### config.mk
export PLATFORM = sky130hd
export DESIGN_NAME = uart_tx_frame
export DESIGN_NICKNAME = d
export VERILOG_FILES = /design/src/rtl/uart_tx_frame.sv
export SDC_FILE = /design/constraint.sdc
export NUM_CORES = 1
export LEC_CHECK = 0
export ABC_AREA = 1
export BUFFER_PORTS_ARGS = -buffer_cell sky130_fd_sc_hd__buf_2
export CAP_MARGIN = 10
export CORE_UTILIZATION = 53
export CTS_CLUSTER_SIZE = 40
export DETAILED_ROUTE_END_ITERATION = 6
export PLACE_DENSITY = 0.81
export SKIP_CTS_REPAIR_TIMING = 1
export SLEW_MARGIN = 20
export SYNTH_ARGS = -nofsm -noshare
export SYNTH_HDL_FRONTEND = slang
export SYNTH_SLANG_ARGS = --single-unit
### constraint.sdc
create_clock -name RST_clk -period 1.7 [get_ports RST_clk]
set_clock_uncertainty 0.2 [all_clocks]
set_input_delay 0.085 -clock RST_clk [delete_from_list [all_inputs] [get_ports RST_clk]]
set_output_delay 0.085 -clock RST_clk [all_outputs]
set_load 0.1 [all_outputs]
### src/rtl/uart_tx_frame.sv
// Parametrised UART transmitter: one word per valid/ready handshake, framed
// as start + DATA_BITS (LSB first) + optional parity + STOP_BITS + IDLE_GAP,
// all timed by an internal baud divider running on the system clock.
module uart_tx_frame #(
  parameter int CLK_FREQ  = 50000000,
  parameter int BAUD      = 115200,
  parameter int DATA_BITS = 8,
  parameter int PARITY    = 0,
  parameter int STOP_BITS = 1,
  parameter int IDLE_GAP  = 0
) (
  input  logic                 RST_clk,
  input  logic                 RST_n,
  input  logic [DATA_BITS-1:0] tx_data,
  input  logic                 tx_valid,
  output logic                 tx_ready,
  output logic                 uart_tx_data,
  output logic                 uart_busy,
  output logic                 frame_done
);

  localparam int BAUD_DIV = CLK_FREQ / BAUD;
  localparam int CNT_W    = (BAUD_DIV >= 2) ? $clog2(BAUD_DIV) : 1;

  localparam logic [CNT_W-1:0] BAUD_LAST  = CNT_W'(BAUD_DIV - 1);
  localparam logic [3:0]       DATA_LAST  = 4'(DATA_BITS - 1);
  localparam logic [3:0]       STOP_LAST  = 4'(STOP_BITS - 1);
  localparam logic [3:0]       GAP_LAST   = 4'(IDLE_GAP - 1);
  localparam logic             PARITY_ODD = (PARITY == 2);

  // Parameter sanity: elaboration-time errors for configurations the
  // framing logic was never meant to handle.
  if (DATA_BITS < 5 || DATA_BITS > 9) begin : g_bad_data_bits
    $error("uart_tx_frame: DATA_BITS=%0d outside 5..9", DATA_BITS);
  end
  if (PARITY < 0 || PARITY > 2) begin : g_bad_parity
    $error("uart_tx_frame: PARITY=%0d not 0, 1 or 2", PARITY);
  end
  if (STOP_BITS != 1 && STOP_BITS != 2) begin : g_bad_stop_bits
    $error("uart_tx_frame: STOP_BITS=%0d not 1 or 2", STOP_BITS);
  end
  if (IDLE_GAP < 0 || IDLE_GAP > 15) begin : g_bad_idle_gap
    $error("uart_tx_frame: IDLE_GAP=%0d outside 0..15", IDLE_GAP);
  end
  if (BAUD_DIV < 2) begin : g_bad_baud_div
    $error("uart_tx_frame: BAUD_DIV=%0d must be >= 2", BAUD_DIV);
  end

  typedef enum logic [2:0] {
    S_IDLE,
    S_START,
    S_DATA,
    S_PARITY,
    S_STOP,
    S_GAP
  } state_e;

  state_e               state_q;
  logic [CNT_W-1:0]     baud_q;
  logic [CNT_W-1:0]     baud_d;
  logic [3:0]           bit_q;
  logic [DATA_BITS-1:0] shift_q;
  logic                 parity_q;
  logic                 line_q;
  logic                 ready_q;
  logic                 busy_q;
  logic                 done_q;
  logic                 baud_tick;

  // Baud divider: the tick marks the last clock of the current bit period.
  assign baud_tick = (baud_q == BAUD_LAST);
  assign baud_d    = baud_tick ? '0 : baud_q + 1'b1;

  // Frame sequencer with registered line, handshake and status outputs.
  // NOTE: every state register uses <= so all of them update from the same
  // pre-edge values; a blocking = here would let later lines see new values.
  always_ff @(posedge RST_clk) begin
    if (!RST_n) begin
      state_q  <= S_IDLE;
      baud_q   <= '0;
      bit_q    <= '0;
      shift_q  <= '0;
      parity_q <= 1'b0;
      line_q   <= 1'b1;
      ready_q  <= 1'b0;
      busy_q   <= 1'b0;
      done_q   <= 1'b0;
    end else begin
      done_q <= 1'b0;
      case (state_q)
        S_IDLE: begin
          ready_q <= 1'b1;
          busy_q  <= 1'b0;
          line_q  <= 1'b1;
          if (tx_valid && ready_q) begin
            shift_q  <= tx_data;
            parity_q <= (^tx_data) ^ PARITY_ODD;
            baud_q   <= '0;
            bit_q    <= '0;
            state_q  <= S_START;
            line_q   <= 1'b0;
            ready_q  <= 1'b0;
            busy_q   <= 1'b1;
          end
        end
        S_START: begin
          baud_q <= baud_d;
          if (baud_tick) begin
            state_q <= S_DATA;
            line_q  <= shift_q[0];
          end
        end
        S_DATA: begin
          baud_q <= baud_d;
          if (baud_tick) begin
            if (bit_q == DATA_LAST) begin
              bit_q <= '0;
              if (PARITY != 0) begin
                state_q <= S_PARITY;
                line_q  <= parity_q;
              end else begin
                state_q <= S_STOP;
                line_q  <= 1'b1;
              end
            end else begin
              bit_q   <= bit_q + 4'd1;
              shift_q <= shift_q >> 1;
              line_q  <= shift_q[1];
            end
          end
        end
        S_PARITY: begin
          baud_q <= baud_d;
          if (baud_tick) begin
            state_q <= S_STOP;
            line_q  <= 1'b1;
          end
        end
        S_STOP: begin
          baud_q <= baud_d;
          if (baud_tick) begin
            if (bit_q == STOP_LAST) begin
              bit_q <= '0;
              if (IDLE_GAP > 0) begin
                state_q <= S_GAP;
              end else begin
                state_q <= S_IDLE;
                ready_q <= 1'b1;
                busy_q  <= 1'b0;
                done_q  <= 1'b1;
              end
            end else begin
              bit_q <= bit_q + 4'd1;
            end
          end
        end
        S_GAP: begin
          baud_q <= baud_d;
          if (baud_tick) begin
            if (bit_q == GAP_LAST) begin
              bit_q   <= '0;
              state_q <= S_IDLE;
              ready_q <= 1'b1;
              busy_q  <= 1'b0;
              done_q  <= 1'b1;
            end else begin
              bit_q <= bit_q + 4'd1;
            end
          end
        end
        default: begin
          state_q <= S_IDLE;
          line_q  <= 1'b1;
        end
      endcase
    end
  end

  assign tx_ready     = ready_q;
  assign uart_tx_data = line_q;
  assign uart_busy    = busy_q;
  assign frame_done   = done_q;

endmodule

==> results of run 1 <==
[final cells by class]
class | instances | area [sq um]
clock buffers | 4 | 47.5
fillers | 247 | 855
inverters | 37 | 150
multi-input cells | 177 | 1070
flip-flops and latches | 28 | 579
well taps | 44 | 55.1
repair buffers | 40 | 294
[registers in the layout (all words and copies together), names as in the netlist]
name          cells
uart_tx_data      1
tx_ready          1
baud_q            9
frame_done        1
bit_q             4
state_q           3
shift_q           8
uart_busy         1
[critical path, cell delays in order, from the launching register on]
cell and delay [ps]:
dfxtp_2 390, buf_4 150, nand2_4 80, nor2_2 140
nand2_2 80, nand2_2 110, inv_1 70, nand3_1 100
nand2_1 90, a21oi_1 170
[power groups by stage]
stage,Clock [mW],Combinational (mW),Sequential (mW)
2_1_floorplan,0,1.22,1.10
6_report,0.390,2.08,0.938
4_1_cts,0.397,1.69,0.901
3_3_place_gp,0,1.66,0.912
5_1_grt,0.418,2.28,0.952
3_5_place_dp,0,1.69,0.915
[synthesized netlist by cell type (all sizes together)]
| master | instances | area (sq um) |
|---|---|---|
| inv | 37 | 144 |
| clkbuf | 1 | 3.75 |
| a31oi | 1 | 6.26 |
| nor2 | 33 | 148 |
| nand2 | 68 | 303 |
| nor3 | 4 | 25.0 |
| o21ai | 24 | 128 |
| nand4 | 4 | 25.0 |
| dfxtp | 28 | 561 |
| nor3b | 3 | 37.5 |
| o21bai | 1 | 7.51 |
| ha | 4 | 50.1 |
| nand3 | 16 | 115 |
| buf | 3 | 31.3 |
| a21oi | 18 | 109 |
[worst paths after layout]
check	startpoint	endpoint	slack, ps	cells past startpoint
hold / removal	shift_q[2]$_SDFFE_PN0P_	shift_q[2]$_SDFFE_PN0P_	270	2
hold reg to reg	shift_q[2]$_SDFFE_PN0P_	shift_q[2]$_SDFFE_PN0P_	270	2
setup reg to reg	state_q[2]$_SDFFE_PN0P_	uart_busy$_SDFFE_PN0P_	40	9
setup / recovery	state_q[2]$_SDFFE_PN0P_	uart_busy$_SDFFE_PN0P_	40	9
[routing by layer]
| metal | GRT usage | up-vias | wire [um] | share of wire |
|---|---|---|---|---|
| met2 | 0.330 | 38 | 1990 | 0.49 |
| met5 | 0 | - | 0 | 0 |
| li1 | - | 866 | - | - |
| met1 | 0.298 | 745 | 1840 | 0.46 |
| met3 | 0.0242 | 10 | 136 | 0.034 |
| met4 | 0.0850 | 0 | 75 | 0.019 |
[cells by family after synthesis]
kind of cell               after synthesis  share of synthesized area
and+or+nand+nor                        128                      0.386
AOI/OAI and AO/OA                       44                      0.148
buffers and inverters                   41                      0.106
DFF                                     28                      0.331
adders and majority gates                4                     0.0296
[cell usage in the layout, fill, tap and decap left out, types with 3 or more instances in the layout]
cell type      netlist  final
nand2_1             59     51
nor2_1              29     27
inv_1               28     24
dfxtp_1             28     19
buf_4                0     15
buf_2                1     14
a21oi_1             13     13
o21ai_1             14     13
nand2_2              4     10
nand3_1             12     10
dlygate4sd3_1        0     10
inv_2                7      9
o21ai_0              8      8
nand2_4              5      7
dfxtp_2              0      6
a21oi_2              5      5
nand3_4              2      4
nand4_1              4      4
inv_4                2      3
nor2_2               3      3
nand3_2              2      3
nor3_1               3      3
nor3b_2              3      3
dfxtp_4              0      3
clkbuf_4             0      3
==> metrics, run 1 <==
die area 0.00342 sq mm; PortBufs 14; initial antenna violation count 0; nets 302; Clock Tree Root clkbuf_4; total global-route track usage 0.211; kind of critical path flop to flop; Max clock buf depth 2; DRT Wirelength 4050 um; final critical-path setup slack 41.7 ps; io pins 15; Critical Path Start Type flop; P_leak 0.974 nW; Num CTS Buffers 3; Hold Vio Cnt, Final 0; Net Count, Synth 260; number of vias per cell 5.03; Critical Path End Type flop; total power between 3 and 4 mW; post-DP HPWL 2410 um; max-slew violations 0; H-Tree Depth 1; Net Sw Frac 0.496; Design Area, Final 0.00220 sq mm; worst-margin pin slew 485 ps; Gate power share 0.610; diodes inserted 0; Yosys warning total 0; Seq pwr share 0.275; cell count after placement 307; Final min period 1660 ps; Syn Inst Count 245; remaining antenna violation count 0; final hold slack 270 ps; vias in the first global route around 1400; global-route wire length before repair between 5000 and 6000 um; layout cells sized above 1 0.353; drt first pass iters 4; DR iter-0 viols 81; largest net degree at the start of global routing 22; CORE AREA 0.00305 sq mm; Netlist Area Pre-Place 0.00169 sq mm; fmax 603 MHz; status finished, final reports clean; gpl congestion about 0.92; area delta synth->final 29.9%; Worst EP arrival 1730 ps; pre-CTS setup slack -27.5 ps; Clock Latency Late Sink 340 ps; GRT Residual Overflow 0; Routed WL per cell 12.3 um; CTS tree done; via count 1659; crit path max fanout 5; Worst slew margin 0.679; PwrDens 1550 mW/mm^2; Netlist cell types 29; drt drc 0; post-layout util 0.720; Synth Area per Inst 6.91 sq um; worst hold path class flop to flop; Final setup viols 0; Die W 58.5 um; Rows 20; height of the die 58.5 um; CTS sink cnt 28; final worst-path cycle share 0.975; Post-Layout Cell Count 330; maximum vdd drop 0.000805 V; Placed Area about 0.0018 sq mm; synthesized flop and latch total 28; Post-Route Setup TNS 0 ps; Int Pwr 1.72 mW; Sw Pwr roughly 1.7 mW; initial core utilization 0.555; Max Cap Violations 0; sequential-to-total area share from yosys stat 0.331; CP Data Required Time 1770 ps; Worst-path clk slew between 150 and 200 ps; Clock power frac 0.115
(Power assumes the default switching activity.)
==> inputs of run 2 (changes only) <==
--- a/config.mk
+++ b/config.mk
@@ -5,10 +5,9 @@
 export SDC_FILE = /design/constraint.sdc
 export NUM_CORES = 1
 export LEC_CHECK = 0
-export ABC_AREA = 1
 export BUFFER_PORTS_ARGS = -buffer_cell sky130_fd_sc_hd__buf_2
 export CAP_MARGIN = 10
-export CORE_UTILIZATION = 53
+export CORE_UTILIZATION = 55
 export CTS_CLUSTER_SIZE = 40
 export DETAILED_ROUTE_END_ITERATION = 6
 export PLACE_DENSITY = 0.81
@@ -17,3 +16,4 @@
 export SYNTH_ARGS = -nofsm -noshare
 export SYNTH_HDL_FRONTEND = slang
 export SYNTH_SLANG_ARGS = --single-unit
+export TNS_END_PERCENT = 5
==> constraint.sdc (replaced) <==
create_clock -name RST_clk -period 1.8 [get_ports RST_clk]
set_clock_uncertainty 0.2 [all_clocks]
set_input_delay 0.09 -clock RST_clk [delete_from_list [all_inputs] [get_ports RST_clk]]
set_output_delay 0.09 -clock RST_clk [all_outputs]
set_load 0.1 [all_outputs]
==> run 2 against run 1 <==
Compared with the run above:
- the run now ends with negative hold slack, negative setup slack left
- first-iteration DRC count rose by 74%
- via count decreased by 1.9%
- power down 56%
- final cell count down 19%
- sequential power is 25% lower
- critical path depth fell by 1
- core utilization rose by 5.2 points
- worst setup slack got worse by 170 ps
- register-to-register slack lost 170 ps
- non-clock buffer count up 18
- critical endpoint is now state_q[2]$_SDFFE_PN0P_
- combinational power decreased by 77%
- count of clock-buffer cells in the layout is the same
==> metrics, run 2 <==
status complete, but fails checks; failing checks negative hold slack, negative setup slack; Final min period 1930 ps; Critical Path End Type flop; io pins 15; Clock Latency Late Sink 340 ps; slowest CP cell dfxtp_2; Routed WL per cell 16.4 um; final worst-path cycle share 1.07; final hold slack -42.4 ps; number of vias per cell 6.10; PortBufs 14; EDFF count, synth 0; Rows 19; Net Count, Synth 203; sequential-to-total area share from yosys stat 0.347; Clock Tree Root clkbuf_4; DR iter-0 viols 141; Worst slew margin 0.679; H-Tree Depth 1; crit path cell chain buf_4 -> inv_4 -> ha_4 -> nor3b_4 -> nor3_4 -> nor4_2 -> buf_4 -> mux2i_1; initial core utilization 0.581; DRT Wirelength roughly 4400 um; CP Data Required Time 1870 ps; unrepaired setup endpoints after global routing true; Worst-path clk slew 160 ps; worst hold path class primary input to flop; ys flop type dfxtp_1; diodes inserted 0; Worst Path Buf+Inv 3; Max clock buf depth 2; height of the die roughly 56 um; commonest cells after routing, fill and taps aside 36 x buf_4, 31 x nand2_1, 21 x dfxtp_1; Post-Route Setup TNS -1200 ps; post-DP HPWL 3030 um; Biggest register baud_q; worst-margin pin slew 484 ps; Netlist cell types 50; area delta synth->final 32.8%; gpl congestion about 0.9; P_leak 0.941 nW; total power approximately 1.5 mW; initial antenna violation count 0; kind of critical path flop to flop; cell mode on critical path buf_4; flip-flop and latch area about 570 sq um; crit path max fanout 3; drt first pass iters 4; Netlist Area Pre-Place approximately 0.0016 sq mm; via count 1628; Area contributors post-synth dfxtp_1 35%, nand2_1 7.2%, mux2i_1 6.2%, mux2_2 4.9%, ha_1 3.1%; leading cell type in the layout, fill and taps excluded buf_4; total global-route track usage 0.268; CORE AREA 0.00278 sq mm; Max Cap Violations 0; maximum vdd drop 0.000652 V; area leader, netlist dfxtp_1; Worst EP arrival 2000 ps; delay-heaviest family, CP simple AND/OR/NAND/NOR gates; Die W approximately 56 um; Syn Inst Count 188; synthesized flop and latch total 28; GRT Residual Overflow 0; Num CTS Buffers 3; drt drc 0; share of the synthesized area in the top cell type 0.347; Layout fillers between 150 and 200; CTS sink cnt 28; global-route wire length before repair 6770 um; Hold Vio Cnt, Final 2; max reg flops 9; final critical-path setup slack -126 ps; max-slew violations 0; nets 252; Crit path largest cell delay 360 ps; Critical Path Start Type flop; largest registers baud_q (9), shift_q (8), bit_q (4); Synth Area per Inst 8.60 sq um; layout cells sized above 1 0.398; vias in the first global route 1574; CTS tree done; Post-synth top cells 31 x nand2_1, 28 x dfxtp_1, 10 x mux2i_1; die area about 0.0032 sq mm; most common cell in the netlist nand2_1; Async SR Flop Fraction 0; Final setup viols 15; Multi-input gate area ~0.0011 sq mm; largest net degree at the start of global routing 30; fmax 519 MHz; Yosys warning total 0; remaining antenna violation count 0; PwrDens between 600 and 700 mW/mm^2
## run 2: path summary, 6_finish.rpt
path                           from                      end  slack [ps]  depth (start not counted)
min reg2reg  uart_busy$_SDFFE_PN0P_   uart_busy$_SDFFE_PN0P_         270                          2
max reg2reg   bit_q[1]$_SDFFE_PN0P_  state_q[2]$_SDFFE_PN0P_        -130                          8
max           bit_q[1]$_SDFFE_PN0P_  state_q[2]$_SDFFE_PN0P_        -130                          8
min                      tx_data[4]  shift_q[4]$_SDFFE_PN0P_         -40                          4
## run 2: cells by family (layout without fill, tap and decap cells)
kind of cell    after synthesis  after routing  synth area share
buf+inv                      19             67            0.0573
mux                          17             17             0.111
simple gates                 78             78             0.262
fa+ha+maj                     4              4            0.0310
flops                        28             28             0.347
compound gates               38             38             0.171
xor+xnor                      4              4            0.0217
## run 2: final cells by class
class                      count  area share
tap                           31      0.0181
multi-input combinational    141       0.492
timing repair buffer          58       0.196
inverter                       5      0.0111
sequential                    28       0.266
clock buffer                   4      0.0169
## run 2: per-stage QoR
stage	hold slack [ps]	std cells	utilization	area (sq um)	setup WS (ps)
after floorplan	56.5	188	-	1630	-13.0
after global placement	166	254	0.691	1920	-91.4
after detailed placement	192	254	0.691	1920	-186
after CTS	-177	258	0.704	1960	-233
after global routing	16.9	267	0.772	2150	-189
final	-42.4	267	0.772	2150	-126
## run 2: worst reg2reg max path: stages (launching register included)
cell	delay, ps
dfxtp_2	360
buf_4	150
inv_4	50
ha_4	120
nor3b_4	250
nor3_4	90
nor4_2	270
buf_4	180
mux2i_1	170
## run 2: layer usage
layer	GRT usage	part of all wire	vias up
met5	0	0	-
met4	0.118	0.020	0
met3	0.0419	0.059	12
met2	0.471	0.50	73
met1	0.322	0.42	762
li1	-	-	781
## run 2: power by group
| part | internal [mW] | switching [mW] | total, mW |
|---|---|---|---|
| Clock | 0.124 | 0.195 | 0.320 |
| Combinational | 0.213 | 0.256 | 0.469 |
| Sequential | 0.666 | 0.0413 | 0.707 |
| Total | 1.00 | 0.493 | 1.50 |
